<file path="src/rtl/cim_ctrl_if.sv">
// Handshake and register-bus bundle between the CIM controller and its surroundings.
// master = controller side, slave = FIFOs, CIM array and register host.
interface cim_ctrl_if #(
    parameter int DATA_WIDTH     = 64,
    parameter int REG_DATA_WIDTH = 32,
    parameter int REG_ADDR       = 4
);
    logic                      reg_en;
    logic [REG_ADDR-1:0]       a_reg;
    logic [REG_DATA_WIDTH-1:0] d_reg;
    logic [REG_DATA_WIDTH-1:0] rd_data;

    logic                      in_empty;
    logic                      in_rd_en;
    logic [DATA_WIDTH-1:0]     in_data;

    logic                      cal_b;
    logic                      cal_done;
    logic [DATA_WIDTH-1:0]     cim_q;
    logic [DATA_WIDTH-1:0]     cim_d;
    logic                      col_en;

    logic                      out_full;
    logic                      out_wr_en;
    logic [DATA_WIDTH-1:0]     out_data;

    logic                      busy;
    logic                      err_timeout;

    modport master (
        input  reg_en, a_reg, d_reg, in_empty, in_data, cal_done, cim_q, out_full,
        output rd_data, in_rd_en, cal_b, cim_d, col_en, out_wr_en, out_data, busy, err_timeout
    );

    modport slave (
        output reg_en, a_reg, d_reg, in_empty, in_data, cal_done, cim_q, out_full,
        input  rd_data, in_rd_en, cal_b, cim_d, col_en, out_wr_en, out_data, busy, err_timeout
    );
endinterface

</file>
<file path="src/rtl/cim_ctrl_pipe.sv">
// CIM macro controller: pops a word, runs the CIM compute handshake with timeout,
// post-processes per lane (shift, offset, saturate) and pushes the result out.
module cim_ctrl_pipe #(
    parameter int DATA_WIDTH     = 64,
    parameter int LANE_WIDTH     = 16,
    parameter int REG_DATA_WIDTH = 32,
    parameter int REG_ADDR       = 4,
    parameter int TO_WIDTH       = 16
) (
    input  logic       clk,
    input  logic       rst,
    cim_ctrl_if.master bus
);
    localparam int LANES = DATA_WIDTH / LANE_WIDTH;
    localparam int N_OFF = (LANES + 1) / 2;
    localparam int OFF_W = 16;
    localparam int SUM_W = ((LANE_WIDTH > OFF_W) ? LANE_WIDTH : OFF_W) + 1;
    localparam logic signed [SUM_W-1:0] SAT_MAX = SUM_W'((1 << (LANE_WIDTH - 1)) - 1);
    localparam logic signed [SUM_W-1:0] SAT_MIN = ~SAT_MAX;

    typedef enum logic [3:0] {IDLE, FETCH, LOAD, CAL, PROC, OUT, DONE, ERR, STALL} state_t;

    state_t                    state, state_nxt, saved;
    logic                      ctrl_start, ctrl_clr, col_en;
    logic [3:0]                shift;
    logic [REG_DATA_WIDTH-1:0] off_reg [N_OFF];
    logic [15:0]               batch, word_cnt;
    logic [TO_WIDTH-1:0]       timeout, to_cnt;
    logic [DATA_WIDTH-1:0]     cim_d, cim_res, out_data, proc_word;
    logic [REG_DATA_WIDTH-1:0] rd;
    logic                      in_rd_en, out_wr_en, pop_q, start_accept;
    logic                      cfg_wr, stall_req, busy;

    // Offset registers: lanes 0-3 at 0x2/0x3, further lane pairs from 0xB upward.
    function automatic logic [REG_ADDR-1:0] off_addr(input int k);
        return REG_ADDR'(k < 2 ? 2 + k : 9 + k);
    endfunction

    function automatic logic [LANE_WIDTH-1:0] post(input logic [LANE_WIDTH-1:0] x,
                                                   input logic [3:0]            sh,
                                                   input logic [OFF_W-1:0]      off);
        logic signed [LANE_WIDTH-1:0] xs;
        logic signed [SUM_W-1:0]      sum;
        logic [LANE_WIDTH-1:0]        res;
        xs  = $signed(x) >>> sh;
        sum = $signed({{(SUM_W-LANE_WIDTH){xs[LANE_WIDTH-1]}}, xs})
            + $signed({{(SUM_W-OFF_W){off[OFF_W-1]}}, off});
        if (sum > SAT_MAX)      res = SAT_MAX[LANE_WIDTH-1:0];
        else if (sum < SAT_MIN) res = SAT_MIN[LANE_WIDTH-1:0];
        else                    res = sum[LANE_WIDTH-1:0];
        return res;
    endfunction

    assign cfg_wr    = bus.reg_en && bus.a_reg >= REG_ADDR'(1) && bus.a_reg <= REG_ADDR'(5);
    assign stall_req = cfg_wr && (state inside {FETCH, LOAD, CAL, PROC, OUT});
    assign busy      = !(state inside {IDLE, DONE, ERR});

    // NOTE: the offset array holds configuration, so it is reset like every other register.
    always_ff @(posedge clk or posedge rst) begin
        if (rst) begin
            ctrl_start <= 1'b0;
            ctrl_clr   <= 1'b0;
            col_en     <= 1'b0;
            shift      <= '0;
            batch      <= '0;
            timeout    <= '0;
            for (int k = 0; k < N_OFF; k++) off_reg[k] <= '0;
        end else begin
            // NOTE: sequential state uses non-blocking assignments so every flop samples pre-edge values.
            ctrl_start <= 1'b0;
            ctrl_clr   <= 1'b0;
            if (bus.reg_en) begin
                case (bus.a_reg)
                    REG_ADDR'(0): begin
                        ctrl_start <= bus.d_reg[0];
                        ctrl_clr   <= bus.d_reg[1];
                        col_en     <= bus.d_reg[31];
                    end
                    REG_ADDR'(1): shift   <= bus.d_reg[3:0];
                    REG_ADDR'(4): batch   <= bus.d_reg[15:0];
                    REG_ADDR'(5): timeout <= bus.d_reg[TO_WIDTH-1:0];
                    default: ;
                endcase
                for (int k = 0; k < N_OFF; k++)
                    if (bus.a_reg == off_addr(k)) off_reg[k] <= bus.d_reg;
            end
        end
    end

    always_comb begin
        rd = '0;
        case (bus.a_reg)
            REG_ADDR'(0): rd[31] = col_en;
            REG_ADDR'(1): rd[3:0] = shift;
            REG_ADDR'(4): rd[15:0] = batch;
            REG_ADDR'(5): rd[TO_WIDTH-1:0] = timeout;
            REG_ADDR'(6): begin
                rd[0]     = busy;
                rd[1]     = (state == DONE);
                rd[2]     = (state == ERR);
                rd[3]     = (state == STALL);
                rd[31:16] = word_cnt;
            end
            default: ;
        endcase
        for (int k = 0; k < N_OFF; k++)
            if (bus.a_reg == off_addr(k)) rd = off_reg[k];
    end

    // NOTE: every output of this block gets a default first, so no path can infer a latch.
    always_comb begin
        state_nxt    = state;
        in_rd_en     = 1'b0;
        out_wr_en    = 1'b0;
        start_accept = 1'b0;
        if (ctrl_clr) begin
            state_nxt = IDLE;
        end else if (stall_req) begin
            state_nxt = STALL;
        end else begin
            case (state)
                IDLE, DONE: if (ctrl_start) begin
                    start_accept = 1'b1;
                    state_nxt    = FETCH;
                end
                FETCH: if (!bus.in_empty && !bus.out_full) begin
                    in_rd_en  = 1'b1;
                    state_nxt = LOAD;
                end
                LOAD: state_nxt = CAL;
                CAL: begin
                    if (bus.cal_done)
                        state_nxt = PROC;
                    else if (timeout != '0 && to_cnt == timeout - TO_WIDTH'(1))
                        state_nxt = ERR;
                end
                PROC: state_nxt = OUT;
                OUT: if (!bus.out_full) begin
                    out_wr_en = 1'b1;
                    state_nxt = (batch != '0 && word_cnt + 16'd1 == batch) ? DONE : FETCH;
                end
                STALL: if (!bus.reg_en) state_nxt = saved;
                default: ;
            endcase
        end
    end

    always_ff @(posedge clk or posedge rst) begin
        if (rst) begin
            state <= IDLE;
            saved <= IDLE;
        end else begin
            state <= state_nxt;
            if (stall_req) saved <= state;
        end
    end

    always_ff @(posedge clk or posedge rst) begin
        if (rst) begin
            pop_q    <= 1'b0;
            cim_d    <= '0;
            cim_res  <= '0;
            out_data <= '0;
            to_cnt   <= '0;
            word_cnt <= '0;
        end else begin
            pop_q <= in_rd_en;
            // The popped word appears one cycle later; a stall in LOAD must not reload it.
            if (pop_q) cim_d <= bus.in_data;
            if (state == LOAD)     to_cnt <= '0;
            else if (state == CAL) to_cnt <= to_cnt + TO_WIDTH'(1);
            if (state == CAL && state_nxt == PROC) cim_res <= bus.cim_q;
            if (state == PROC) out_data <= proc_word;
            if (start_accept)   word_cnt <= '0;
            else if (out_wr_en) word_cnt <= word_cnt + 16'd1;
        end
    end

    for (genvar i = 0; i < LANES; i++) begin : g_lane
        assign proc_word[i*LANE_WIDTH +: LANE_WIDTH] =
            post(cim_res[i*LANE_WIDTH +: LANE_WIDTH], shift, off_reg[i/2][(i%2)*OFF_W +: OFF_W]);
    end

    assign bus.rd_data     = rd;
    assign bus.in_rd_en    = in_rd_en;
    assign bus.out_wr_en   = out_wr_en;
    assign bus.cal_b       = (state == CAL) || (state == STALL && saved == CAL);
    assign bus.cim_d       = cim_d;
    assign bus.out_data    = out_data;
    assign bus.col_en      = col_en;
    assign bus.busy        = busy;
    assign bus.err_timeout = (state == ERR);
endmodule

</file>
<file path="src/flat_wrapper.sv">
// flat-port wrapper written by rule: the top's interface ports become plain ports
module cim_ctrl_pipe_flat 
#(
    parameter int DATA_WIDTH     = 64,
    parameter int LANE_WIDTH     = 16,
    parameter int REG_DATA_WIDTH = 32,
    parameter int REG_ADDR       = 4,
    parameter int TO_WIDTH       = 16
)
  (clk, rst, bus_reg_en, bus_a_reg, bus_d_reg, bus_in_empty, bus_in_data, bus_cal_done, bus_cim_q, bus_out_full, bus_rd_data, bus_in_rd_en, bus_cal_b, bus_cim_d, bus_col_en, bus_out_wr_en, bus_out_data, bus_busy, bus_err_timeout);
  cim_ctrl_if #(.DATA_WIDTH(DATA_WIDTH), .REG_DATA_WIDTH(REG_DATA_WIDTH), .REG_ADDR(REG_ADDR)) bus_i ();
  input  logic clk;
  input  logic rst;
  input wire logic [$bits(bus_i.reg_en)-1:0] bus_reg_en;
  input wire logic [$bits(bus_i.a_reg)-1:0] bus_a_reg;
  input wire logic [$bits(bus_i.d_reg)-1:0] bus_d_reg;
  input wire logic [$bits(bus_i.in_empty)-1:0] bus_in_empty;
  input wire logic [$bits(bus_i.in_data)-1:0] bus_in_data;
  input wire logic [$bits(bus_i.cal_done)-1:0] bus_cal_done;
  input wire logic [$bits(bus_i.cim_q)-1:0] bus_cim_q;
  input wire logic [$bits(bus_i.out_full)-1:0] bus_out_full;
  output wire logic [$bits(bus_i.rd_data)-1:0] bus_rd_data;
  output wire logic [$bits(bus_i.in_rd_en)-1:0] bus_in_rd_en;
  output wire logic [$bits(bus_i.cal_b)-1:0] bus_cal_b;
  output wire logic [$bits(bus_i.cim_d)-1:0] bus_cim_d;
  output wire logic [$bits(bus_i.col_en)-1:0] bus_col_en;
  output wire logic [$bits(bus_i.out_wr_en)-1:0] bus_out_wr_en;
  output wire logic [$bits(bus_i.out_data)-1:0] bus_out_data;
  output wire logic [$bits(bus_i.busy)-1:0] bus_busy;
  output wire logic [$bits(bus_i.err_timeout)-1:0] bus_err_timeout;
  assign bus_i.reg_en = bus_reg_en;
  assign bus_i.a_reg = bus_a_reg;
  assign bus_i.d_reg = bus_d_reg;
  assign bus_i.in_empty = bus_in_empty;
  assign bus_i.in_data = bus_in_data;
  assign bus_i.cal_done = bus_cal_done;
  assign bus_i.cim_q = bus_cim_q;
  assign bus_i.out_full = bus_out_full;
  assign bus_rd_data = bus_i.rd_data;
  assign bus_in_rd_en = bus_i.in_rd_en;
  assign bus_cal_b = bus_i.cal_b;
  assign bus_cim_d = bus_i.cim_d;
  assign bus_col_en = bus_i.col_en;
  assign bus_out_wr_en = bus_i.out_wr_en;
  assign bus_out_data = bus_i.out_data;
  assign bus_busy = bus_i.busy;
  assign bus_err_timeout = bus_i.err_timeout;
  cim_ctrl_pipe #(.DATA_WIDTH(DATA_WIDTH), .LANE_WIDTH(LANE_WIDTH), .REG_DATA_WIDTH(REG_DATA_WIDTH), .REG_ADDR(REG_ADDR), .TO_WIDTH(TO_WIDTH)) u_core (.clk(clk), .rst(rst), .bus(bus_i));
endmodule
</file>
<file path="config.mk">
export PLATFORM = sky130hd
export DESIGN_NAME = cim_ctrl_pipe_flat
export DESIGN_NICKNAME = d
export VERILOG_FILES = /design/src/rtl/cim_ctrl_if.sv /design/src/rtl/cim_ctrl_pipe.sv /design/src/flat_wrapper.sv
export SDC_FILE = /design/constraint.sdc
export NUM_CORES = 1
export LEC_CHECK = 0
export BUFFER_PORTS_ARGS = -buffer_cell sky130_fd_sc_hd__buf_2
export CORE_UTILIZATION = 62
export CTS_CLUSTER_SIZE = 28
export DETAILED_ROUTE_END_ITERATION = 10
export PLACE_DENSITY = 0.86
export SLEW_MARGIN = 5
export SYNTH_ARGS = -nofsm -noshare
export SYNTH_HDL_FRONTEND = slang
export SYNTH_SLANG_ARGS = --single-unit
</file>
<file path="constraint.sdc">
create_clock -name clk -period 30.6 [get_ports clk]
set_input_delay 6.12 -clock clk [delete_from_list [all_inputs] [get_ports clk]]
set_output_delay 6.12 -clock clk [all_outputs]
set_load 0.02 [all_outputs]
</file>
==> metrics <==
number of optimization iterations in the first detailed-route pass=6; clock buffers created by TritonCTS=36; final routed wire length divided by cell count=23.25 um; final routed DRC violation total=0; hold_buf cts=0; Synth Warn #=0; proportion of layout cells with a drive suffix above 1=32.73%; initial cell density of the core=62.93%; crit path DAT=8.61 ns; crit share post-route=48.15%; share of the synthesized area in the top cell type=39.85%; critical path's most frequent cell=buf_2; Synthesized Nets=2270; initial antenna violation count=8; synth-to-layout area growth=14.39%; residual overflow from global routing=0; number of DRC markers after the initial detailed-route iteration=1635; Gates resized, CTS repair=0; # Post-CTS Setup Buffers=0; residual antenna-violating net count after detailed routing=0; fraction of the yosys area taken by sequential cells=39.85%; via count of the first global-routing pass=17350; H-tree depth=2; routability-driven placement congestion ratio=0.9595; Max transition margin=9.534%; Final Core Density=71.98%; async set or reset register ratio after synthesis=100.0%; max-capacitance violation count=0; number of flops mapped to enable cells by yosys=0; post-synth top area cell=dfrtp_1; sinks on the clock net=336; Die Outline Area=34770 um2; critical path capture point type=output pin; Slew Limit Fails=0; worst-margin pin slew=1.352 ns; cell types with the largest area share after synthesis=dfrtp_1, mux2_2, mux2_4; Filler Cells Inserted=2409; classification of the worst setup path=in2out; cell area after synthesis=21100 um2; status=finished clean; clock-pin transition on the worst setup and hold timing paths=0.06 ns; final setup vio count=0; detailed-route via count=17930; core footprint=33530 um2; first-pass GRT wire length=100400 um; data required time of the worst path=24.48 ns; synthesized area per cell=10.40 um2; clock skew after layout=0.01582 ns; Period minus WS final=14.74 ns; largest driver fanout on the critical path=36; GRT Total Usage=37.02%; P_leak=0.01111 uW; count of buffers from port buffering=335; Die Span Y=186.5 um; Post-DP HPWL=48590 um; count of final hold-check violations=0; clock root buffer=clkbuf_16; class of the worst hold path=reg2reg; final sum of negative setup slack=0 ns; clock tree from TritonCTS=yes; critical path startpoint category=primary input; Ports=336; distinct cell type count after synthesis=85; delay of the slowest cell on the worst path=1.03 ns; worst path cell trace=buf_2 -> buf_4 -> nand2b_1 -> nor2_1 -> a22oi_1 -> a41oi_1 -> buf_2; sum of routed wire length over all layers=64530 um; horizontal die dimension=186.5 um; number of cell rows=67; number of synthesized register bits=336; largest voltage drop on the vdd net=72.82 uV; pwr dens=108.7 nW/um2; RSZ-0062 raised after global routing=no; clock latency at the later pin of the worst-skew pair=0.53 ns; Cells after Synth=2029; timing-limited maximum frequency=0.06787 GHz; cell with the biggest individual delay on the critical path=nor2_1; ys flop type=dfrtp_1; final layout net count=2538; vias per std cell=6.459; Hold WS=0.4725 ns; pin count of the biggest net entering global routing=147; buffer levels on the longest clock path=3
-- report_power, final --
group / internal (uW) / switching [uW] / total [uW] / leakage (uW)
combinational: 611 / 775 / 1390 / 0.00634
sequential: 610 / 180 / 790 / 0.00418
clock: 268 / 181 / 449 / 0.000588
-- layout by cell type (no fill, tap or decap), types with 7 or more instances in the layout --
| cell type | instances |
|---|---|
| mux2i_1 | 61 |
| o31ai_1 | 7 |
| buf_2 | 335 |
| clkbuf_1 | 10 |
| clkbuf_16 | 38 |
| dfrtp_1 | 333 |
| o21bai_1 | 12 |
| o21ai_0 | 121 |
| inv_1 | 32 |
| xor2_1 | 41 |
| a211o_1 | 8 |
| o221a_2 | 40 |
| nor4_1 | 16 |
| nand3_1 | 32 |
| ha_1 | 67 |
| and3_1 | 14 |
| a21o_1 | 23 |
| mux4_2 | 24 |
| a31oi_1 | 17 |
| buf_4 | 21 |
| a221oi_1 | 13 |
| or3_1 | 12 |
| nand2_1 | 152 |
| nor3_1 | 28 |
| and2_1 | 7 |
| a22oi_1 | 16 |
| mux2_4 | 60 |
| a211oi_1 | 17 |
| xnor2_1 | 65 |
| mux2_2 | 198 |
| nand4_1 | 14 |
| nor2_1 | 165 |
| o21a_1 | 15 |
| o211ai_1 | 9 |
| a21oi_1 | 143 |
| nand2b_1 | 16 |
| nor2b_1 | 13 |
-- stage by stage --
stage               cell area (um2)  std cells  power, uW  setup slack, ns
CTS                           24120       2770       2606            16.02
floorplan                     21100       2029       1751            15.17
detailed placement            22920       2707       2145            16.03
global route                  24130       2773       2775            15.77
global placement              22920       2707       2104            16.07
finish                        24140       2776       2625            15.87
-- layout make-up --
type / instances / area [um2] / area share [%]
Multi-Input combinational cell: 1531 / 11970 / 49.58
Sequential cell: 336 / 8412 / 34.85
Timing Repair Buffer: 356 / 1834 / 7.599
Clock buffer: 54 / 1071 / 4.437
Tap cell: 448 / 560.5 / 2.322
Inverter: 36 / 142.6 / 0.5909
Clock inverter: 9 / 133.9 / 0.5547
Antenna cell: 6 / 15.01 / 0.06221
-- cell usage after synthesis, drive strengths merged (12+ instances only) --
| library cell | count |
|---|---|
| a211oi | 18 |
| a21o | 23 |
| a21oi | 143 |
| a221oi | 13 |
| a22oi | 16 |
| a31oi | 17 |
| and3 | 14 |
| buf | 31 |
| clkbuf | 95 |
| dfrtp | 336 |
| ha | 67 |
| inv | 34 |
| mux2 | 262 |
| mux2i | 61 |
| mux4 | 24 |
| nand2 | 152 |
| nand2b | 16 |
| nand3 | 32 |
| nand4 | 15 |
| nor2 | 165 |
| nor2b | 13 |
| nor3 | 31 |
| nor4 | 19 |
| o21a | 15 |
| o21ai | 123 |
| o21bai | 12 |
| o221a | 40 |
| or3 | 12 |
| xnor2 | 65 |
| xor2 | 41 |
-- path summary, 6_finish.rpt --
path	from	end	slack, ns	depth (start not counted)
min in group asynchronous	rst	u_core.bus.out_data[57]	5.82	2
setup reg to reg	u_core.shift[1]	u_core.bus.out_data[54]	24.74	18
setup / recovery	bus_a_reg[0]	bus_rd_data[0]	15.87	7
hold reg to reg	u_core.bus.out_data[39]	u_core.bus.out_data[39]	0.47	2
hold / removal	u_core.bus.out_data[39]	u_core.bus.out_data[39]	0.47	2
max in group asynchronous	rst	u_core.pop_q	23.23	3
-- critical path: cells and delay by family --
| family | cells | cell delay (ns) |
|---|---|---|
| buffers and inverters | 3 | 0.74 |
| AO/OA/AOI/OAI | 2 | 0.59 |
| AND/OR/NAND/NOR | 2 | 1.17 |
-- routing by layer --
layer | global-route usage [%] | routed length (um)
met5 | 0 | 23
met1 | 48.83 | 25610
met2 | 59.10 | 29780
met4 | 20.40 | 3973
met3 | 5.473 | 5146
-- cells by family after synthesis --
kind of cell,after synthesis,share of synthesized area [%]
AO/OA/AOI/OAI,498,15.77
XOR/XNOR,106,4.400
adder cells (fa/ha/maj),73,4.447
buffers and inverters,162,3.505
flip-flops,336,39.85
multiplexers,347,20.51
AND/OR/NAND/NOR,507,11.53
No activity file was read; power rests on OpenSTA's default activity.
